### src/rtl/mem_dump_pkg.sv
// mem_dump_pkg
// Shared types and constants for the post-run memory dump engine.
//   dump_state_t    : FSM state encoding
//   DEF_ADDR_W      : default word-address width of the unified memory
//   DEF_DATA_W      : default memory word width
//   CHK_MARKER_ADDR : all-ones marker address carried by the checksum beat
//                     (slice to the address width in use)
package mem_dump_pkg;

    typedef enum logic [2:0] {
        S_IDLE  = 3'd0,
        S_DRAIN = 3'd1,
        S_READ  = 3'd2,
        S_SEND  = 3'd3,
        S_DONE  = 3'd4
    } dump_state_t;

    localparam int DEF_ADDR_W = 12;
    localparam int DEF_DATA_W = 32;

    localparam logic [63:0] CHK_MARKER_ADDR = '1;

endpackage

### src/rtl/mem_dump_checksum.sv
// mem_dump_checksum
// Running additive (mod 2**DATA_W) sum of the words accepted on the dump
// stream. Clear has priority over accumulate.
// Ports:
//   clk   : rising-edge clock
//   reset : asynchronous active-low reset, clears the sum
//   clr   : synchronous clear (start of a new dump)
//   acc   : add data into the sum this cycle
//   data  : word to accumulate
//   sum   : current running sum
module mem_dump_checksum
    import mem_dump_pkg::*;
#(
    parameter int DATA_W = DEF_DATA_W
) (
    input  logic              clk,
    input  logic              reset,
    input  logic              clr,
    input  logic              acc,
    input  logic [DATA_W-1:0] data,
    output logic [DATA_W-1:0] sum
);

    always_ff @(posedge clk or negedge reset) begin
        if (!reset) begin
            sum <= '0;
        end else if (clr) begin
            sum <= '0;
        end else if (acc) begin
            sum <= sum + data;
        end
    end

endmodule

### src/rtl/mem_dump_unit.sv
// mem_dump_unit
// Post-run readout engine. When the CPU halts, it freezes the CPU, waits one
// cycle for any in-flight store to land, then walks the window
// DUMP_BASE .. DUMP_BASE+DUMP_WORDS-1 through the memory's synchronous read
// port and emits each word on a valid/ready stream.
//
// Optional build macro MEM_DUMP_CHECKSUM_EN: appends one extra beat carrying
// the mod-2**DATA_W sum of all dumped words at the all-ones address; the
// last memory word then no longer carries dump_last.
//
// Ports:
//   clk, reset         : clock, asynchronous active-low reset
//   halt_i             : CPU halt level, only acted on in IDLE
//   cpu_stall          : holds the CPU frozen from halt until reset
//   mem_rd_en/mem_addr : read request, data returns on mem_rd_data next cycle
//   dump_valid/ready   : stream handshake
//   dump_data/addr     : stream word and its word address
//   dump_last          : final beat of the dump
//   done               : sticky completion flag
//
// The next word is read while the current beat is still on the stream, so a
// word leaves every two cycles with ready high. This relies on the memory
// output register holding its value while mem_rd_en is low (the CPU is
// stalled, so nothing else reads the port during the dump).
module mem_dump_unit
    import mem_dump_pkg::*;
#(
    parameter int ADDR_W     = DEF_ADDR_W,
    parameter int DATA_W     = DEF_DATA_W,
    parameter int DUMP_BASE  = 2048,
    parameter int DUMP_WORDS = 2048
) (
    input  logic              clk,
    input  logic              reset,
    input  logic              halt_i,
    output logic              cpu_stall,
    output logic              mem_rd_en,
    output logic [ADDR_W-1:0] mem_addr,
    input  logic [DATA_W-1:0] mem_rd_data,
    output logic              dump_valid,
    input  logic              dump_ready,
    output logic [DATA_W-1:0] dump_data,
    output logic [ADDR_W-1:0] dump_addr,
    output logic              dump_last,
    output logic              done
);

    generate
        if (DUMP_WORDS < 1 || (DUMP_BASE + DUMP_WORDS) > (2 ** ADDR_W)) begin : g_bad_window
            $error("mem_dump_unit: dump window does not fit the memory");
        end
    endgenerate

    localparam int                IDX_W    = $clog2(DUMP_WORDS + 1);
    localparam logic [IDX_W-1:0]  LAST_IDX = IDX_W'(DUMP_WORDS - 1);
    localparam logic [IDX_W-1:0]  IDX_ONE  = IDX_W'(1);
    localparam logic [ADDR_W-1:0] BASE     = ADDR_W'(DUMP_BASE);

    dump_state_t      state;
    logic [IDX_W-1:0] index;
    logic             all_loaded;
    logic             accept;

    assign accept = dump_valid & dump_ready;

`ifdef MEM_DUMP_CHECKSUM_EN
    localparam logic [ADDR_W-1:0] MARKER = CHK_MARKER_ADDR[ADDR_W-1:0];

    logic [DATA_W-1:0] sum;
    logic              sum_beat;
    logic              sum_clr;
    logic              sum_acc;

    // The marker address may also be a real memory address, so the checksum
    // beat is tracked by flag rather than recognised by its address.
    assign sum_clr = (state == S_IDLE) && halt_i;
    assign sum_acc = accept && !sum_beat;

    mem_dump_checksum #(
        .DATA_W (DATA_W)
    ) u_checksum (
        .clk   (clk),
        .reset (reset),
        .clr   (sum_clr),
        .acc   (sum_acc),
        .data  (dump_data),
        .sum   (sum)
    );
`endif

    always_ff @(posedge clk or negedge reset) begin
        if (!reset) begin
            state      <= S_IDLE;
            index      <= '0;
            all_loaded <= 1'b0;
            cpu_stall  <= 1'b0;
            mem_rd_en  <= 1'b0;
            mem_addr   <= '0;
            dump_valid <= 1'b0;
            dump_data  <= '0;
            dump_addr  <= '0;
            dump_last  <= 1'b0;
            done       <= 1'b0;
`ifdef MEM_DUMP_CHECKSUM_EN
            sum_beat   <= 1'b0;
`endif
        end else begin
            mem_rd_en <= 1'b0;
            if (accept) begin
                dump_valid <= 1'b0;
            end

            unique case (state)
                S_IDLE: begin
                    if (halt_i) begin
                        state     <= S_DRAIN;
                        cpu_stall <= 1'b1;
                    end
                end

                S_DRAIN: begin
                    state      <= S_READ;
                    index      <= '0;
                    all_loaded <= 1'b0;
                    mem_rd_en  <= 1'b1;
                    mem_addr   <= BASE;
`ifdef MEM_DUMP_CHECKSUM_EN
                    sum_beat   <= 1'b0;
`endif
                end

                // Read strobe is high for this one cycle; the data is on
                // mem_rd_data from the next cycle onwards.
                S_READ: begin
                    state <= S_SEND;
                end

                // Load the fetched word once the stream slot is empty, and
                // issue the next read at the same time.
                S_SEND: begin
                    if (!dump_valid) begin
                        if (!all_loaded) begin
                            dump_data  <= mem_rd_data;
                            dump_addr  <= BASE + ADDR_W'(index);
                            dump_valid <= 1'b1;
`ifdef MEM_DUMP_CHECKSUM_EN
                            dump_last  <= 1'b0;
`else
                            dump_last  <= (index == LAST_IDX);
`endif
                            if (index == LAST_IDX) begin
                                all_loaded <= 1'b1;
                            end else begin
                                index     <= index + IDX_ONE;
                                mem_rd_en <= 1'b1;
                                mem_addr  <= BASE + ADDR_W'(index + IDX_ONE);
                                state     <= S_READ;
                            end
                        end
`ifdef MEM_DUMP_CHECKSUM_EN
                        else if (!sum_beat) begin
                            dump_data  <= sum;
                            dump_addr  <= MARKER;
                            dump_last  <= 1'b1;
                            dump_valid <= 1'b1;
                            sum_beat   <= 1'b1;
                        end
`endif
                    end else if (dump_ready && dump_last) begin
                        state <= S_DONE;
                        done  <= 1'b1;
                    end
                end

                S_DONE: begin
                    state <= S_DONE;
                end

                default: begin
                    state <= S_IDLE;
                end
            endcase
        end
    end

endmodule

### config.mk
export PLATFORM = sky130hd
export DESIGN_NAME = mem_dump_unit
export DESIGN_NICKNAME = d
export VERILOG_FILES = /design/src/rtl/mem_dump_pkg.sv /design/src/rtl/mem_dump_checksum.sv /design/src/rtl/mem_dump_unit.sv
export SDC_FILE = /design/constraint.sdc
export NUM_CORES = 1
export LEC_CHECK = 0
export CORE_MARGIN = 8
export CORE_UTILIZATION = 49
export CTS_CLUSTER_SIZE = 14
export DETAILED_ROUTE_END_ITERATION = 8
export PLACE_DENSITY = 0.85
export RECOVER_POWER = 50
export SETUP_SLACK_MARGIN = 0.02
export SLEW_MARGIN = 5
export SYNTH_ARGS = -nofsm -noshare
export SYNTH_HDL_FRONTEND = slang
export SYNTH_SLANG_ARGS = --single-unit
### constraint.sdc
create_clock -name clk -period 5.6 [get_ports clk]
set_clock_uncertainty 0.2 [all_clocks]
set_input_delay 0.56 -clock clk [delete_from_list [all_inputs] [get_ports clk]]
set_output_delay 0.56 -clock clk [all_outputs]
set_load 0.02 [all_outputs]
After elaboration in Yosys (flattened, before gate mapping):

Cells that the tools add are included.

* register bits: 77
* bits in latches: 0
* RAM bits: 0
* memory bits (read-only): 0
* input bits: 36
* output and inout port bits: 61
* memories kept: 0

* add/subtract/negate cells: 3
* multipliers: 0
* div/mod/pow operators: 0
* $lt $le $gt $ge: 0
* eq/ne operators: 12
* shift-type cells: 0
* muxes and demuxes: 26
* bitwise logic cells: 3
* reduce and logical (&&, ||, !) cells: 9

Operators by type and width (number)
* $mux 12: 6
* $pmux 12 s2: 2
* $add 12x12->12 const A: 2
* $mux 3: 5
* $pmux 3 s5: 1
* $add 12x1->12 const B: 1
* $eq 12x11->1 const B: 1
* $mux 1: 10
* $ne 3x3->1 const B: 3
* $ne 2x2->1 const B: 4
* $reduce_and 4->1: 2
* $eq 3x2->1 const B: 2
* $reduce_and 3->1: 2
* $pmux 1 s2: 2
* $reduce_and 2->1: 2
* $eq 3x1->1 const B: 1
* $eq 3x3->1 const B: 1
* $logic_not 3->1: 1
* $not 1->1: 2
* $reduce_bool 2->1: 1
* $and 1x1->1: 1
* $logic_and 1x1->1: 1

Depth between registers and ports, before layout:

* depth in word-level cells: 6
* depth in mapped cells: 6
* depth with buffers taken out: 5

Least setup slack after synthesis:

OpenSTA, ideal clock, no wires.

* kind: reg-to-reg
* start: reg, netlist name mem_addr[0]
* end: reg mem_addr[11]
* library setup time: 0.121 ns
* arrival time: 1.752 ns
* slack: 3.527 ns
* stages on the path, launching flop included: 7
* buffers on the path: 1
* cells stage by stage: dfrtp_1 > ha_1 > inv_1 > o41ai_2 > buf_4 > nand2_1 > o22a_1

RTL lines
* end signal, assigned: line mem_dump_unit.sv:156 `mem_addr <= BASE + ADDR_W'(index + IDX_ONE);`
* end, declared: line mem_dump_unit.sv:38 `output logic [ADDR_W-1:0] mem_addr,`

==> results.cfg <==
[status]
status = finished clean

[clock_network]
h-tree-depth = 3
holdBufCountCts = 0
cts_setup_buffers = 0
clk_path_buf_depth = 2
cts_buffers = 9
clock_latency_ps = 340
path_clk_slew_ps = 70
clock_sinks = 66
cts_tree = done
cts_root_buf = clkbuf_8
ctsResizeCount = 0

[floorplanning]
die_area_sq_um = 8510
core_area_sq_um = 5570
die_width_um = 92.3
initial_utilization_pct = 51.1
ios = 97
num_rows = 27
fp.dieH_um = 92.3

[routing]
wl_per_cell_um = 15.8
first_pass_iters = 4
drtIter0Drc = 133
drtAntennaViolNets = 0
vias = 2463
vias_per_cell = 5.21
drt_wl_total_mm = 7.46
drc_errors = 0

[pwr]
power.density_nw_per_um2 = 547
power_uw = 2180
power.leakage_uw = 0.00187
ir_worst_vdd_uv = 320

[setup_path]
cp-start-kind = flop
worst_path_largest_cell_delay_ps = 1100
path_class = flop to flop
crit_chain = ha_1, inv_1, o41ai_2, nand2_1, o22a_1
worstPathRequired_ps = 5640
slowest_stage = o41ai_2
worst-r2r-cell-count = 5
crit_fanout = 17
cp.arrival_ps = 2740
endpoint_kind = flop

[placed_design]
gp_congestion = 0.816
dpl.cell_count = 457
portBuffers = 96
post-dp-hpwl_mm = 5.27

[cells_and_area]
drive_gt1_share_pct = 7.48
stdcell_count = 473
fillCellCount = 427
fin_nets = 433
antennaDiodeCount = 0
final_cell_mix = nand2_1, clkdlybuf4s50_1, dfrtp_1
mostFrequentLayoutCell = nand2_1
seq_area_sq_um = 1650
syn_to_final_growth_pct = 40.1
multi_input_area_sq_um = 1040

[timing]
final.setup.tns_ps = 0
slew_headroom_pct = 17.3
fmax_ghz = 0.370
final_hold_viol_count = 0
setup_viol = 0
fin_crit_ps = 2700
rsz0062_at_grt = false
slew_violations = 0
period_share_pct = 48.2
tightest_slew_ps = 1230
holdWs_ps = 192

[grt]
antenna_found_initial = 0
grt_pass1_wl_mm = 12.4
grt_max_degree = 67
grt_overflow = 0
grtUsageTotal_pct = 18.3
grt_pass1_vias = 2535

[synth]
syn_area_per_cell_sq_um = 9.22
synth_top_area_share_pct = 58.0
seq_area_frac_synth_pct = 58.0
synth.distinct_cells = 38
synth_edf_count = 0
yosys.area.top_type = dfrtp_1
synth.area.top_cells = dfrtp_1, nand2_1, buf_4
synth-main-ff-cell = dfrtp_1
synth_nets = 346
synth-seq-cells = 66
syn-cell-area_sq_um = 2850
syn_inst = 309
async_reset_ff_share_pct = 100
ys_warn_count = 0

[hold_path]
min_path_type = input pin to asynchronous set/reset pin

[flow_run]
drv_cap = 0
## synth_stat cells, types with 2 or more instances
cell type,instances
inv_1,5
clkbuf_1,8
buf_4,12
or2_2,2
a31o_2,2
nand3_1,9
a21oi_1,8
o21ai_0,15
or4_1,5
o31ai_1,2
nor2b_1,3
nor2_1,5
nor3_1,2
nand3b_1,2
buf_2,2
or3_1,5
dfrtp_1,66
nand2_1,136
## worst max-delay path: cells and delay by family (launching register included)
family / cells / cell delay [ps]
adder cells (fa/ha/maj): 1 / 330
AO/OA/AOI/OAI: 2 / 1340
flip-flops: 1 / 460
buffers and inverters: 1 / 110
AND/OR/NAND/NOR: 1 / 160
## layout make-up
class	count	share of cell area (%)
clock buffers	9	3.10
repair buffers	99	24.5
clock inverters	7	2.35
inverters	5	0.470
multi-input cells	215	25.9
flip-flops and latches	66	41.4
well taps	72	2.26
## sequential cells by signal, summed over array words and instances, names as in the netlist
| register | cells |
|---|---|
| done | 1 |
| index | 1 |
| mem_rd_en | 1 |
| dump_data | 32 |
| dump_last | 1 |
| cpu_stall | 1 |
| dump_addr | 12 |
| mem_addr | 12 |
| all_loaded | 1 |
| state | 3 |
| dump_valid | 1 |
## final timing paths
kind	startpoint	endpoint	slack [ps]
setup reg to reg	mem_addr[0]	mem_addr[11]	2900
max in group asynchronous	reset	dump_data[1]	4470
hold / removal	reset	done	190
min in group clk	done	done	260
setup / recovery	mem_addr[0]	mem_addr[11]	2900
hold reg to reg	done	done	260
## kinds of logic (layout without fill, tap and decap cells)
group | after synthesis | in the layout | share of synthesized area (%)
simple gates | 178 | 178 | 28.1
buf+inv | 28 | 120 | 5.40
flops | 66 | 66 | 58.0
xor+xnor | 2 | 2 | 0.615
fa+ha+maj | 1 | 1 | 0.439
compound gates | 34 | 34 | 7.51
## layer usage
metal | up-vias | GRT usage, % | wire length [um]
met1 | 1194 | 20.4 | 2980
met4 | 0 | 8.46 | 159
li1 | 1181 | - | -
met5 | - | 0 | 0
met3 | 13 | 6.85 | 531
met2 | 75 | 30.4 | 3790
## per-stage QoR
stage | area [sq um] | worst slack [ps] | utilization [%]
6_report | 3990 | 2900 | 71.6
5_1_grt | 3990 | 2680 | 71.6
4_1_cts | 4010 | 2940 | 71.9
3_5_place_dp | 3790 | 2930 | 67.9
3_3_place_gp | 3790 | 3060 | 67.9
2_1_floorplan | 2850 | 3530 | -
## report_power, final
part | switching (uW) | internal, uW
clock | 187 | 249
sequential | 115 | 643
combinational | 586 | 403
total | 887 | 1300
Note: power is estimated with default switching activity, not from simulation.
